**config.mk**
```make
export PLATFORM = sky130hd
export DESIGN_NAME = ras_stack
export DESIGN_NICKNAME = d
export VERILOG_FILES = /design/src/rtl/ras_stack_pkg.sv /design/src/rtl/ras_stack_ram_dp.sv /design/src/rtl/ras_stack.sv
export SDC_FILE = /design/constraint.sdc
export NUM_CORES = 2
export LEC_CHECK = 0
export ABC_CLOCK_PERIOD_IN_PS = 66100
export CAP_MARGIN = 20
export CORE_MARGIN = 5
export CORE_UTILIZATION = 65
export CTS_CLUSTER_DIAMETER = 50
export DETAILED_ROUTE_END_ITERATION = 8
export GPL_TIMING_DRIVEN = 0
export PLACE_DENSITY_LB_ADDON = 0.12
export SLEW_MARGIN = 10
export SYNTH_ARGS = -nofsm -noshare
export SYNTH_HDL_FRONTEND = slang
export SYNTH_SLANG_ARGS = --single-unit
```
**constraint.sdc**
```tcl
create_clock -name clock -period 66.1 [get_ports clock]
set_input_delay 6.61 -clock clock [delete_from_list [all_inputs] [get_ports clock]]
set_output_delay 6.61 -clock clock [all_outputs]
set_load 0.1 [all_outputs]
```
**src/rtl/ras_stack_pkg.sv**
```systemverilog
// Shared fetch-stage constants and the RAS pointer type, also used by the
// branch ordering buffer so the checkpointed rasptr field stays width-locked.
package ras_stack_pkg;
    localparam int RAS_DEPTH    = 16;
    localparam int RAS_LOGDEPTH = 4;
    localparam int FETCH_AW     = 64;

    typedef logic [RAS_LOGDEPTH-1:0] rasptr_t;
endpackage

```
**src/rtl/ras_stack_ram_dp.sv**
```systemverilog
// Dual-port RAM wrapper: one combinational read port, one synchronous write
// port, contents cleared by the asynchronous reset.
module ram_dp #(
    parameter int DEPTH    = 16,
    parameter int LOGDEPTH = 4,
    parameter int AW       = 64
) (
    input  logic                clock,
    input  logic                reset,
    input  logic                i_we,
    input  logic [LOGDEPTH-1:0] i_waddr,
    input  logic [AW-1:0]       i_wdata,
    input  logic [LOGDEPTH-1:0] i_raddr,
    output logic [AW-1:0]       o_rdata
);
    logic [AW-1:0] r_mem [DEPTH];

    // storage array: cleared on reset, single write per cycle
    always_ff @(posedge clock or posedge reset) begin
        if (reset) begin
            for (int i = 0; i < DEPTH; i++) begin
                r_mem[i] <= {AW{1'b0}};
            end
        end else if (i_we) begin
            r_mem[i_waddr] <= i_wdata;
        end
    end

    assign o_rdata = r_mem[i_raddr];
endmodule

```
**src/rtl/ras_stack.sv**
```systemverilog
// Return Address Stack beside the F1 PC mux. Optional macro RAS_TOP_REPAIR_EN
// adds restore_tgt_i so a restore also rewrites the entry it rewinds to.
module ras_stack
    import ras_stack_pkg::*;
#(
    parameter int DEPTH    = RAS_DEPTH,
    parameter int LOGDEPTH = RAS_LOGDEPTH,
    parameter int AW       = FETCH_AW
) (
    input  logic                clock,
    input  logic                reset,
    input  logic                push_i,
    input  logic                pop_i,
    input  logic [AW-1:0]       push_addr_i,
    input  logic                restore_i,
    input  logic [LOGDEPTH-1:0] restore_ptr_i,
`ifdef RAS_TOP_REPAIR_EN
    input  logic [AW-1:0]       restore_tgt_i,
`endif
    output logic [LOGDEPTH-1:0] ras_ptr_o,
    output logic [AW-1:0]       ras_tgt_o,
    output logic                ras_valid_o,
    output logic                ras_ovf_o
);
    logic [LOGDEPTH-1:0] r_tos;
    logic [DEPTH-1:0]    r_vld;
    logic                r_ovf;

    logic [LOGDEPTH-1:0] w_tos_inc;
    logic [LOGDEPTH-1:0] w_tos_nxt;
    logic                w_we;
    logic [LOGDEPTH-1:0] w_waddr;
    logic [AW-1:0]       w_wdata;
    logic                w_ovf_set;

    assign w_tos_inc = r_tos + LOGDEPTH'(1);

    // next-state decode in priority order: restore, coroutine, push, pop
    always_comb begin
        w_tos_nxt = r_tos;
        w_we      = 1'b0;
        w_waddr   = r_tos;
        w_wdata   = push_addr_i;
        w_ovf_set = 1'b0;
        if (restore_i) begin
            w_tos_nxt = restore_ptr_i;
`ifdef RAS_TOP_REPAIR_EN
            w_we      = 1'b1;
            w_waddr   = restore_ptr_i;
            w_wdata   = restore_tgt_i;
`endif
        end else if (push_i && pop_i) begin
            // coroutine swap: the pop already consumed the old top this cycle
            w_we      = 1'b1;
        end else if (push_i) begin
            w_tos_nxt = w_tos_inc;
            w_we      = 1'b1;
            w_waddr   = w_tos_inc;
            w_ovf_set = r_vld[w_tos_inc];
        end else if (pop_i) begin
            // popped entries are kept so a later restore can recover them
            w_tos_nxt = r_tos - LOGDEPTH'(1);
        end else begin
            w_tos_nxt = r_tos;
        end
    end

    // pointer, valid bits and sticky overflow flag
    always_ff @(posedge clock or posedge reset) begin
        if (reset) begin
            r_tos <= {LOGDEPTH{1'b0}};
            r_vld <= {DEPTH{1'b0}};
            r_ovf <= 1'b0;
        end else begin
            r_tos <= w_tos_nxt;
            if (w_we) begin
                r_vld[w_waddr] <= 1'b1;
            end
            if (w_ovf_set) begin
                r_ovf <= 1'b1;
            end
        end
    end

    ram_dp #(
        .DEPTH    (DEPTH),
        .LOGDEPTH (LOGDEPTH),
        .AW       (AW)
    ) u_mem (
        .clock    (clock),
        .reset    (reset),
        .i_we     (w_we),
        .i_waddr  (w_waddr),
        .i_wdata  (w_wdata),
        .i_raddr  (r_tos),
        .o_rdata  (ras_tgt_o)
    );

    assign ras_ptr_o   = r_tos;
    assign ras_valid_o = r_vld[r_tos];
    assign ras_ovf_o   = r_ovf;
endmodule

```
==> flow_metrics.tcl <==
set metrics [dict create \
    core-area_um2 72700 \
    yosys_warnings 0 \
    hold_class "register to register" \
    worst_pin_slew_ns 1.23 \
    critPathLaunchType "register" \
    final-setup-viol-count 0 \
    period_share_pct 19.1 \
    period_minus_slack_ns 12.63 \
    synth_xor_area_share_pct 0.129 \
    drt_iter0_markers 2396 \
    ctsHoldBuffers 0 \
    synth_ff_type "dfrtp_1" \
    finalHoldViolCount 0 \
    muxShareOfSynthArea_pct 38.3 \
    synthCells 2971 \
    power_density_nw_per_um2 47.5 \
    io_buffers 142 \
    num-nets-final 3313 \
    yosys.area_share.simple_pct 1.58 \
    setup_tns_ns 0 \
    clock_latency_ns 0.67 \
    ir_drop_uv 41.3 \
    arrival_ns 6.02 \
    grt_max_degree 133 \
    synthTopCellsByArea "dfrtp_1, mux2_2, mux4_2" \
    drc 0 \
    die_h_um 280 \
    gp_congestion 0.863 \
    reg2regPathDepth 14 \
    r2r_start "ras_ptr_o[0]" \
    vias 28500 \
    drt_pre_antenna_iters 5 \
    cp.required_ns 59.49 \
    grt_setup_unrepaired "false" \
    die_area_um2 78600 \
    maxCapViolCount 0 \
    io_pins 143 \
    slew_headroom_pct 18.2 \
    hold_path_depth 1 \
    drt_wl_total_mm 126 \
    ys_ff_latch 1045 \
    viasPerCell 6.62 \
    clk_pin_slew_ns 0.06 \
    synth_area_um2 47500 \
    top_layer "met5" \
    synth_edf_count 0 \
    antenna_found_initial 6 \
    num-fill-cells 4265 \
    cts-buffers-inserted 114 \
    drt-met1-wl_mm 50.5 \
    fp.dieW_um 280 \
    syn_to_final_growth_pct 14.8 \
    yosysMostFrequentCell "dfrtp_1" \
    clockBufferDepth 3 \
    p_leak_nw 24.5 \
    synth_top_area_share_pct 55.1 \
    grt.overflow.total 0 \
    startpoint "ras_ptr_o[1]" \
    critPathCaptureType "primary output" \
    grt_use_total_pct 32.4 \
    finalPower_w 0.00259 \
    synth_nets 3046 \
    grt_pass1_wl_mm 193 \
    num_rows 99 \
    fin_worst_skew_ns 0.0103 \
    synthArstFlopShare_pct 100 \
    synth_top_family_by_area "multiplexers" \
    max_freq_mhz 79.2 \
    clock-sinks 1045 \
    drtAntennaViolNets 0 \
    htreeDepth 3 \
    drv_slew 0 \
    hp-start "u_mem.r_mem[35]" \
    routedWlPerCell_um 29.2 \
    synth_cell_types 43 \
    yosysTopAreaCell "dfrtp_1" \
    multi_input_area_um2 20000 \
    postCtsSetupBuffers 0 \
    crit_type "register to primary output" \
    first_global_vias 31500 \
    synth-compound-area-share_pct 2.15 \
    cts_resized 0 \
    initial_core_util_pct 65.3 \
    cts_tree "built" \
    crit_path_max_fanout 10 \
    synth-seq-area-share_pct 55.1 \
    status "completed" \
    synth.avg_cell_area_um2 16.0 \
    dr_wl_met3_mm 8.31 \
    synth_fa_ha_area_share_pct 0.0527 \
    regArea_um2 26200 \
    cts_root_buf "clkbuf_16" \
    synth_common_cells "dfrtp_1, mux2_2, mux4_2" \
    place_hpwl_mm 82.0 \
    drive_above_1_share_pct 43.9 \
    route.met2.wl_mm 61.4 \
]
[registers in the layout, summed over array words and instances, names as in the netlist]
signal and flops:
u_mem.r_mem 1024, r_vld 16, ras_ptr_o 4, ras_ovf_o 1
[routing by layer]
metal	vias to the layer above	GRT usage, %
met5	-	0
met4	4	12.7
met3	325	6.68
met2	1054	52.0
met1	15400	44.6
li1	11700	-
[critical path, cell delays in order (launching register included)]
cell	delay (ns)
dfrtp_1	0.53
clkbuf_1	0.67
clkbuf_1	0.64
clkbuf_1	0.92
clkbuf_1	0.81
a211oi_1	0.19
a21oi_1	0.37
clkdlybuf4s50_1	1.21
[cell usage in the layout, fill, tap and decap left out, drive strengths merged, types with 2 or more instances in the layout]
master / count
dfrtp: 1045
mux2: 1024
clkbuf: 294
mux4: 264
buf: 163
clkdlybuf4s50: 142
a211oi: 70
mux2i: 69
a21oi: 67
and2: 64
bufinv: 16
clkinv: 15
nand2b: 11
inv: 11
or2: 9
clkinvlp: 7
o21ai: 6
nand2: 6
o211ai: 5
nor4: 5
nand4: 5
diode: 4
xor2: 4
nand3b: 4
xnor2: 3
nor3b: 3
o21a: 3
or4: 2
nor2b: 2
nor3: 2
ha: 2
[per-stage QoR]
step	worst slack, ns	utilization, %	std cells	cell area [um2]	hold WS, ns
5_1_grt	53.61	75.0	4296	54500	0.489
4_1_cts	53.66	75.0	4293	54500	0.483
3_5_place_dp	54.40	69.3	4081	50400	0.470
2_1_floorplan	30.08	-	2971	47500	0.446
6_report	53.47	75.0	4297	54500	0.482
3_3_place_gp	21.63	68.9	4072	50100	0.461
[kinds of logic after synthesis]
group,Yosys count
adders and majority gates,2
DFF,1045
muxes,1357
xor gates and xnor gates,7
AOI/OAI and AO/OA,157
and+or+nand+nor,118
buffers and inverters,285
[final timing paths]
path | end | slack (ns)
worst max-delay path | ras_tgt_o[37] | 53.47
worst min-delay path | u_mem.r_mem[35] | 0.48
worst max register to register | u_mem.r_mem[547] | 60.71
worst min register to register | u_mem.r_mem[35] | 0.48
max in group asynchronous | u_mem.r_mem[653] | 57.93
min in group asynchronous | u_mem.r_mem[172] | 6.25
[power breakdown]
part           total, W  leakage, nW  internal (W)  switching (W)
sequential      0.00108         13.4      0.000928       0.000154
combinational  0.000820         9.09      0.000417       0.000403
clock          0.000686         2.01      0.000423       0.000263
[layout make-up]
cell class,count,area share [%]
antenna,4,0.0184
buffer,281,2.39
clock buffer,167,6.31
clock inverter,45,1.27
inverter,4,0.0413
multi-input combinational,1641,36.7
sequential,1045,48.0
tap,959,2.20
timing repair buffer,151,3.06
Note: power is estimated with default switching activity, not from simulation.
